**config.mk**
```make
export PLATFORM = sky130hd
export DESIGN_NAME = icache_refill_rd_arbiter
export DESIGN_NICKNAME = d
export VERILOG_FILES = /design/src/rtl/icache_refill_rd_arbiter.sv
export SDC_FILE = /design/constraint.sdc
export NUM_CORES = 1
export LEC_CHECK = 0
export ABC_CLOCK_PERIOD_IN_PS = 4690
export CORE_AREA = 2 2 135 137
export DETAILED_ROUTE_END_ITERATION = 8
export DIE_AREA = 0 0 137 139
export MAX_ROUTING_LAYER = met4
export SYNTH_ARGS = -nofsm -noshare
export SYNTH_HDL_FRONTEND = slang
export SYNTH_SLANG_ARGS = --single-unit
export TNS_END_PERCENT = 50
```
**constraint.sdc**
```tcl
create_clock -name clk_i -period 4.69 [get_ports clk_i]
set_input_delay 0.938 -clock clk_i [delete_from_list [all_inputs] [get_ports clk_i]]
set_output_delay 0.938 -clock clk_i [all_outputs]
set_load 0.01 [all_outputs]
```
**src/rtl/icache_refill_rd_arbiter.sv**
```systemverilog
// Round-robin arbiter sharing one AXI read-shim port among instruction-cache refill requesters.
// Holds the AR channel stable until granted, throttles bursts in flight and routes beats back by ID.
module icache_refill_rd_arbiter #(
    parameter int NumReq         = 2,
    parameter int AddrWidth      = 64,
    parameter int BlenWidth      = 2,
    parameter int AxiIdWidth     = 4,
    parameter int MaxOutstanding = 4
) (
    input  logic                            clk_i,
    input  logic                            rst_ni,
    input  logic [NumReq-1:0]               req_i,
    output logic [NumReq-1:0]               gnt_o,
    input  logic [NumReq*AddrWidth-1:0]     addr_i,
    input  logic [NumReq*BlenWidth-1:0]     blen_i,
    output logic [NumReq-1:0]               rd_valid_o,
    output logic                            rd_last_o,
    output logic [63:0]                     rd_data_o,
    output logic                            rd_req_o,
    input  logic                            rd_gnt_i,
    output logic [AddrWidth-1:0]            rd_addr_o,
    output logic [BlenWidth-1:0]            rd_blen_o,
    output logic [AxiIdWidth-1:0]           rd_id_o,
    input  logic                            rd_valid_i,
    input  logic                            rd_last_i,
    input  logic [63:0]                     rd_data_i,
    input  logic [AxiIdWidth-1:0]           rd_rid_i,
    output logic                            busy_o,
    output logic                            err_o
);

    localparam int IdxW = (NumReq > 1) ? $clog2(NumReq) : 1;
    localparam int CntW = 4;

    localparam logic [0:0] IDLE = 1'b0;
    localparam logic [0:0] HOLD = 1'b1;

    localparam logic [CntW-1:0]       MAX_OUT  = CntW'(MaxOutstanding);
    localparam logic [IdxW-1:0]       LAST_IDX = IdxW'(NumReq - 1);
    localparam logic [AxiIdWidth-1:0] NUM_ID   = AxiIdWidth'(NumReq);

    generate
        if (NumReq < 2) begin : g_bad_numreq
            $error("NumReq must be at least 2");
        end
        if (AxiIdWidth < IdxW) begin : g_bad_idw
            $error("AxiIdWidth too narrow to carry the requester index");
        end
        if (MaxOutstanding < 1 || MaxOutstanding > 15) begin : g_bad_maxout
            $error("MaxOutstanding must be within 1..15");
        end
    endgenerate

    logic [0:0]      state_q, state_d;
    logic [IdxW-1:0] rr_q,    rr_d;
    logic [IdxW-1:0] idx_q,   idx_d;
    logic [CntW-1:0] cnt_q,   cnt_d;
    logic            err_q,   err_d;

    logic            can_issue;
    logic            arb_found;
    logic [IdxW-1:0] arb_idx;
    logic [IdxW-1:0] sel_idx;
    logic            req_active;
    logic            ar_fire;
    logic            r_done;
    int unsigned     cand;

    // First requester at or after the round-robin pointer, wrapping once around.
    always_comb begin
        // NOTE: every combinational output gets a default first so no path leaves it unassigned (no latch).
        arb_found = 1'b0;
        arb_idx   = rr_q;
        cand      = 0;
        for (int i = 0; i < NumReq; i++) begin
            cand = int'(rr_q) + i;
            if (cand >= NumReq) begin
                cand = cand - NumReq;
            end
            if (!arb_found && req_i[cand]) begin
                arb_found = 1'b1;
                arb_idx   = IdxW'(cand);
            end
        end
    end

    assign can_issue  = arb_found && (cnt_q < MAX_OUT);
    assign sel_idx    = (state_q == HOLD) ? idx_q : arb_idx;
    assign req_active = rst_ni && ((state_q == HOLD) || can_issue);
    assign ar_fire    = req_active && rd_gnt_i;
    assign r_done     = rd_valid_i && rd_last_i;

    // AR channel: driven from the selected requester, quiet whenever nothing is requested.
    always_comb begin
        rd_req_o  = req_active;
        rd_addr_o = '0;
        rd_blen_o = '0;
        rd_id_o   = '0;
        gnt_o     = '0;
        if (req_active) begin
            rd_id_o = AxiIdWidth'(sel_idx);
            for (int i = 0; i < NumReq; i++) begin
                if (sel_idx == IdxW'(i)) begin
                    rd_addr_o = addr_i[i*AddrWidth +: AddrWidth];
                    rd_blen_o = blen_i[i*BlenWidth +: BlenWidth];
                    gnt_o[i]  = rd_gnt_i;
                end
            end
        end
    end

    // R channel: beat valid routed by ID, data and last broadcast.
    always_comb begin
        rd_valid_o = '0;
        for (int i = 0; i < NumReq; i++) begin
            rd_valid_o[i] = rst_ni && rd_valid_i && (rd_rid_i == AxiIdWidth'(i));
        end
    end

    assign rd_data_o = rst_ni ? rd_data_i : '0;
    assign rd_last_o = rst_ni && rd_last_i;

    always_comb begin
        state_d = state_q;
        rr_d    = rr_q;
        idx_d   = idx_q;
        cnt_d   = cnt_q;
        err_d   = err_q;

        case (state_q)
            IDLE: begin
                if (can_issue) begin
                    idx_d = arb_idx;
                    if (!rd_gnt_i) begin
                        state_d = HOLD;
                    end
                end
            end
            HOLD: begin
                if (rd_gnt_i) begin
                    state_d = IDLE;
                end
            end
            default: state_d = IDLE;
        endcase

        if (ar_fire) begin
            rr_d = (sel_idx == LAST_IDX) ? '0 : sel_idx + IdxW'(1);
        end

        // A last beat with nothing outstanding is a protocol error; the count saturates at zero.
        if (ar_fire && !r_done) begin
            cnt_d = cnt_q + CntW'(1);
        end else if (r_done && !ar_fire && (cnt_q != '0)) begin
            cnt_d = cnt_q - CntW'(1);
        end

        if (rd_valid_i && (rd_rid_i >= NUM_ID)) begin
            err_d = 1'b1;
        end
    end

    // NOTE: sequential state uses non-blocking assignments so all flops update together at the edge.
    always_ff @(posedge clk_i or negedge rst_ni) begin
        if (!rst_ni) begin
            state_q <= IDLE;
            rr_q    <= '0;
            idx_q   <= '0;
            cnt_q   <= '0;
            err_q   <= 1'b0;
        end else begin
            state_q <= state_d;
            rr_q    <= rr_d;
            idx_q   <= idx_d;
            cnt_q   <= cnt_d;
            err_q   <= err_d;
        end
    end

    assign busy_o = rst_ni && ((cnt_q != '0) || (state_q == HOLD));
    assign err_o  = err_q;

endmodule

```
; Yosys cells after proc, flatten, opt, wreduce, memory -nomap -nowiden
; Index checks and enable logic that the tools add are counted.
[op_classes]
bitwise_logic = 1
eq_ne = 1
reduce_logical = 23
add_sub_neg = 6
muxes = 26
magnitude_cmp = 6
[op_table]
columns = cell, count
row1 = 64-bit 2-to-1 mux, 3
row2 = "32-bit by 2-bit less-than comparator with 1-bit output, second input constant", 2
row3 = 32-bit 2-to-1 mux, 2
row4 = 1-bit 2-to-1 mux, 15
row5 = 1-bit logical AND, 14
row6 = 4-bit 2-to-1 mux, 2
row7 = 2-bit 2-to-1 mux, 3
row8 = "4-bit by 1-bit adder with 4-bit output, second input constant", 1
row9 = "4-bit by 1-bit == test with 1-bit output, second input constant", 1
row10 = "4-bit by 2-bit >= comparator with 1-bit output, second input constant", 1
row11 = 4-bit logical NOT, 1
row12 = "4-bit by 3-bit less-than comparator with 1-bit output, second input constant", 1
row13 = 4-bit nonzero test, 1
row14 = "4-bit by 1-bit subtractor with 4-bit output, second input constant", 1
row15 = 1-bit logical NOT, 3
row16 = "1-bit by 2-bit subtractor with 3-bit output, second input constant", 1
row17 = "2-bit by 2-bit subtractor with 3-bit output, second input constant", 1
row18 = "1-bit by 1-bit adder with 2-bit output, second input constant", 1
row19 = "1-bit by 2-bit >= comparator with 1-bit output, second input constant", 1
row20 = "2-bit >= comparator, second input constant", 1
row21 = 1-bit logical OR, 2
row22 = 1-bit case mux with 2 select lines, 1
row23 = 2-bit AND reduction, 1
row24 = 2-bit nonzero test, 1
row25 = 2 further kinds, 2
[totals]
inputBits = 207
word_cells = 68
out_inout_bits = 142
regBits = 8

; Depth between registers and ports, before layout
[logic_depth]
ltp_word = 17
mapped_depth = 10
mapped_depth_nobuf = 10

; Least setup slack after synthesis
; OpenSTA, ideal clock, no wires.
[synth_timing]
kind = input to output
from = input req_i[0]
to = output rd_addr_o[36]
stages = 7
slack_ns = 1.718
n_path_buf = 2
t_arrival_ns = 2.034
required_ns = 3.752
path_cell_list = inv_1 maj3_2 mux2i_4 buf_4 buf_4 nand2_1 a21oi_1
[synth_via]
elab_chain_len = 10
elab_cells_between_ends = 16
cone_classes = 11 x mux / 5 x reduce/logical
[synth_rtl]
columns = element, line_no
row1 = start: declaration, 12  ; input logic [NumReq-1:0] req_i,
row2 = 1-bit 2-to-1 mux (not written as such) (2 in series), 80  ; if (!arb_found && req_i[cand]) begin
row3 = 1-bit 2-to-1 mux, 80
row4 = 1-bit logical NOT, 80
row5 = 1-bit logical AND, 80
row6 = 1-bit 2-to-1 mux, 80
row7 = 1-bit logical AND, 87  ; assign can_issue = arb_found && (cnt_q < MAX_OUT);
row8 = 1-bit logical OR, 89  ; assign req_active = rst_ni && ((state_q == HOLD) || can_issue);
row9 = 1-bit logical AND, 89
row10 = 64-bit 2-to-1 mux *, 100  ; if (req_active) begin
row11 = end: declaration, 21  ; output logic [AddrWidth-1:0] rd_addr_o,
; Every way passes the cells marked *; elsewhere a longest branch is shown, timed or not. The select of a mux whose other input is x is not followed.

; Final worst setup path
[layout_timing]
from = input req_i[0]
to = output rd_addr_o[0]
; Same word-level chain as after synthesis.

==> results <==
[power by group through the flow]
stage | registers, mW | logic [mW] | clock network (mW)
6_report | 0.141 | 1.25 | 0.146
5_1_grt | 0.146 | 1.38 | 0.152
4_1_cts | 0.143 | 1.28 | 0.147
3_5_place_dp | 0.143 | 1.27 | 0
3_3_place_gp | 0.144 | 1.27 | 0
2_1_floorplan | 0.131 | 0.650 | 0
[placed cells by master (no fill, tap or decap)]
master / instances
inv_1: 4
mux2_2: 1
nand2_1: 138
nand2b_2: 1
a21oi_4: 1
maj3_2: 1
nor2_2: 1
mux2i_4: 1
nand3_1: 1
buf_4: 5
nor2_1: 7
fa_1: 1
dfrtp_1: 8
ha_1: 2
a21oi_1: 69
mux2_4: 3
a21o_1: 2
xor2_1: 2
a2bb2oi_1: 1
or2_4: 1
nor3_2: 1
clkdlybuf4s50_1: 344
nor3_1: 3
a31oi_1: 1
xnor2_1: 1
and2_1: 65
buf_2: 1
clkbuf_16: 3
o21bai_1: 1
conb_1: 3
a21boi_0: 1
buf_12: 3
[layout make-up]
| class | count | area, µm² |
|---|---|---|
| Fill cell | 1848 | 11950 |
| Timing Repair Buffer | 353 | 3546 |
| Multi-Input combinational cell | 309 | 1584 |
| Clock buffer | 3 | 75.07 |
| Tap cell | 229 | 286.5 |
| Inverter | 4 | 15.01 |
| Sequential cell | 8 | 200.2 |
[metal layers]
layer,vias up,track usage [%],wire length (µm)
met4,0,2.008,110
met2,232,22.55,6172
met3,10,2.449,1295
li1,1762,-,-
met5,-,-,0
met1,1473,12.90,4472
[state kept, by name (all words and copies together), names as in the netlist]
signal,count
cnt_q,4
err_o,1
idx_q,1
rr_q,1
state_q,1
[logic make-up after synthesis]
group                      count (synthesis)
other                                      1
xor gates and xnor gates                   3
adders and majority gates                  4
DFF                                        8
AOI/OAI and AO/OA                         76
buffers and inverters                     36
and+or+nand+nor                          218
muxes                                      5
[worst max path at each step]
stage                         from  slack [ns]             to  cells past startpoint
after detailed placement  req_i[0]        0.54   rd_addr_o[0]                      8
after global placement    req_i[0]        0.54   rd_addr_o[0]                      8
final                     req_i[0]        0.57   rd_addr_o[0]                      8
after global routing      req_i[0]        0.46  rd_addr_o[47]                      8
after floorplan           req_i[0]        1.72  rd_addr_o[36]                      7
after CTS                 req_i[0]        0.54   rd_addr_o[0]                      8
[metrics by stage]
step	instances	util, %	setup WS (ns)	hold slack, ns	power, mW
5_1_grt	906	32.32	0.4589	0.5297	1.682
3_3_place_gp	903	31.89	0.5428	0.4908	1.414
4_1_cts	906	32.32	0.5415	0.5025	1.566
6_report	906	32.32	0.5658	0.5023	1.539
3_5_place_dp	903	31.89	0.5429	0.4943	1.412
2_1_floorplan	353	-	1.718	0.4693	0.7805
[worst register-to-register path, stage by stage, from the launching register on]
cell and delay (ns):
dfrtp_1 0.40, nor2_1 0.25, a21oi_4 0.12, nor2_2 0.18, nand2_1 0.14, ha_1 0.30
a21o_1 0.17, a21oi_1 0.21, nand2_1 0.09, a2bb2oi_1 0.14, xnor2_1 0.13
==> impl_metrics.toml <==
[clock_network]
root_buffer = "clkbuf_16"
cts_buffers = 3
cts_tree = "yes"
cts_repair_resize_count = 0
clk_pin_slew_worst_paths_ns = 0.04
postCtsSetupBuffers = 0
cts-hold-fix-buffers = 0
h-tree-depth = 1
clock_sinks = 8
clk_path_buf_depth = 2
clkLatencyLatePin_ns = 0.23

[pwr]
peakVddDrop_v = 0.0001734
p_switching_uw = 674.3
seqPwrFrac_pct = 9.2
clockPowerShare_pct = 9.5
power.density_nw_per_um2 = 269.7
intPower_uw = 865.0
p_leak_nw = 2.208
swShare_pct = 43.80
combPwrFrac_pct = 81.3

[global_routing]
grt_first_pass_wirelength_um = 17800
track_usage_pct = 11.98
gr-total-overflow = 0
grt_max_degree = 69
antenna_found_initial = 0
grt_pass1_vias = 3499

[floorplanning]
ioPinCount = 349
die_h_um = 139
rows = 49
dieArea_um2 = 19040
die_w_um = 137
coreArea_um2 = 17660
start_util_pct = 11.08

[setup_path]
worstPathRequired_ns = 3.75
cpMostUsedCell = "clkdlybuf4s50_1"
r2r-end = "cnt_q[3]"
arrival_ns = 3.19
r2r_start = "cnt_q[2]"
r2r_slack_ns = 2.43
crit_chain = "clkdlybuf4s50_1 > inv_1 > maj3_2 > mux2i_4 > buf_12 > nand2_1 > a21oi_1 > clkdlybuf4s50_1"
end_kind = "output port"
cp-start-kind = "input pin"
critPathMaxStageDelay_ns = 0.55
critical_path.top_delay_family = "buffers and inverters"
path_class = "input pin to output port"
path_buf_inv = 4
reg2reg_depth = 10
cp_slowest_cell = "clkdlybuf4s50_1"
path_max_fanout = 68

[timing]
final.setup.tns_ns = 0
hold_viol = 0
finClkSkew_ns = 0.0009745
period_share_pct = 87.94
rsz0062_at_grt = "false"
setup_viol = 0
max_freq_mhz = 242.5
slew_viol_final = 0
min_period_ns = 4.124

[synthesis]
async_reset_ff_share_pct = 100.0
synth-edff-count = 0
muxShareOfSynthArea_pct = 4.031
ys_ff_latch = 8
synth_compound_area_share_pct = 20.79
yosysTopAreaCellShare_pct = 26.49
avgSynthCellArea_um2 = 5.572
synth_commonest_cells = "nand2_1 (138), a21oi_1 (69), and2_1 (65)"
synthFlopType = "dfrtp_1"
synth_cell_type_count = 31
syn_area_um2 = 1956
synth_area_leader_cell = "nand2_1"
synthCells = 351
ys_warn_count = 0
synth_area_leaders = "nand2_1 (26%), and2_1 (21%), a21oi_1 (18%), dfrtp_1 (10%), buf_4 (2.7%)"
yosysMostFrequentCell = "nand2_1"
synth_fa_ha_area_share_pct = 2.879
yosysSeqAreaShare_pct = 10.24
yosys.area_share.simple_pct = 51.25
synth_top_family_by_area = "simple AND/OR/NAND/NOR gates"
synth_xor_area_share_pct = 1.344

[hold_path]
holdPathStages = 1
hold_path_end = "cnt_q[3]"
hold_path_class = "register to register"
min_from = "cnt_q[3]"

[flow_run]
max_cap_viol_count = 0

[placed_design]
place.gp.congestion = 0.7737
placed_area_um2 = 5632
port_buffers = 345
dpl.hpwl_um = 9679

[finish]
layout-drive-gt1-share_pct = 3.397
n_antenna_cell = 0
area_delta_synth_final_pct = 191.8
fin_nets = 889
final_area_um2 = 5707

[route]
wl_per_cell_um = 13.30
drt-total-wl_um = 12050
ant_nets = 0
vias = 3477
drtPass1Iterations = 4
drtIter0Drc = 102
via_per_inst = 3.838
post-route-drc-count = 0

[outcome]
status = "finished clean"
No activity file was read; power rests on OpenSTA's default activity.
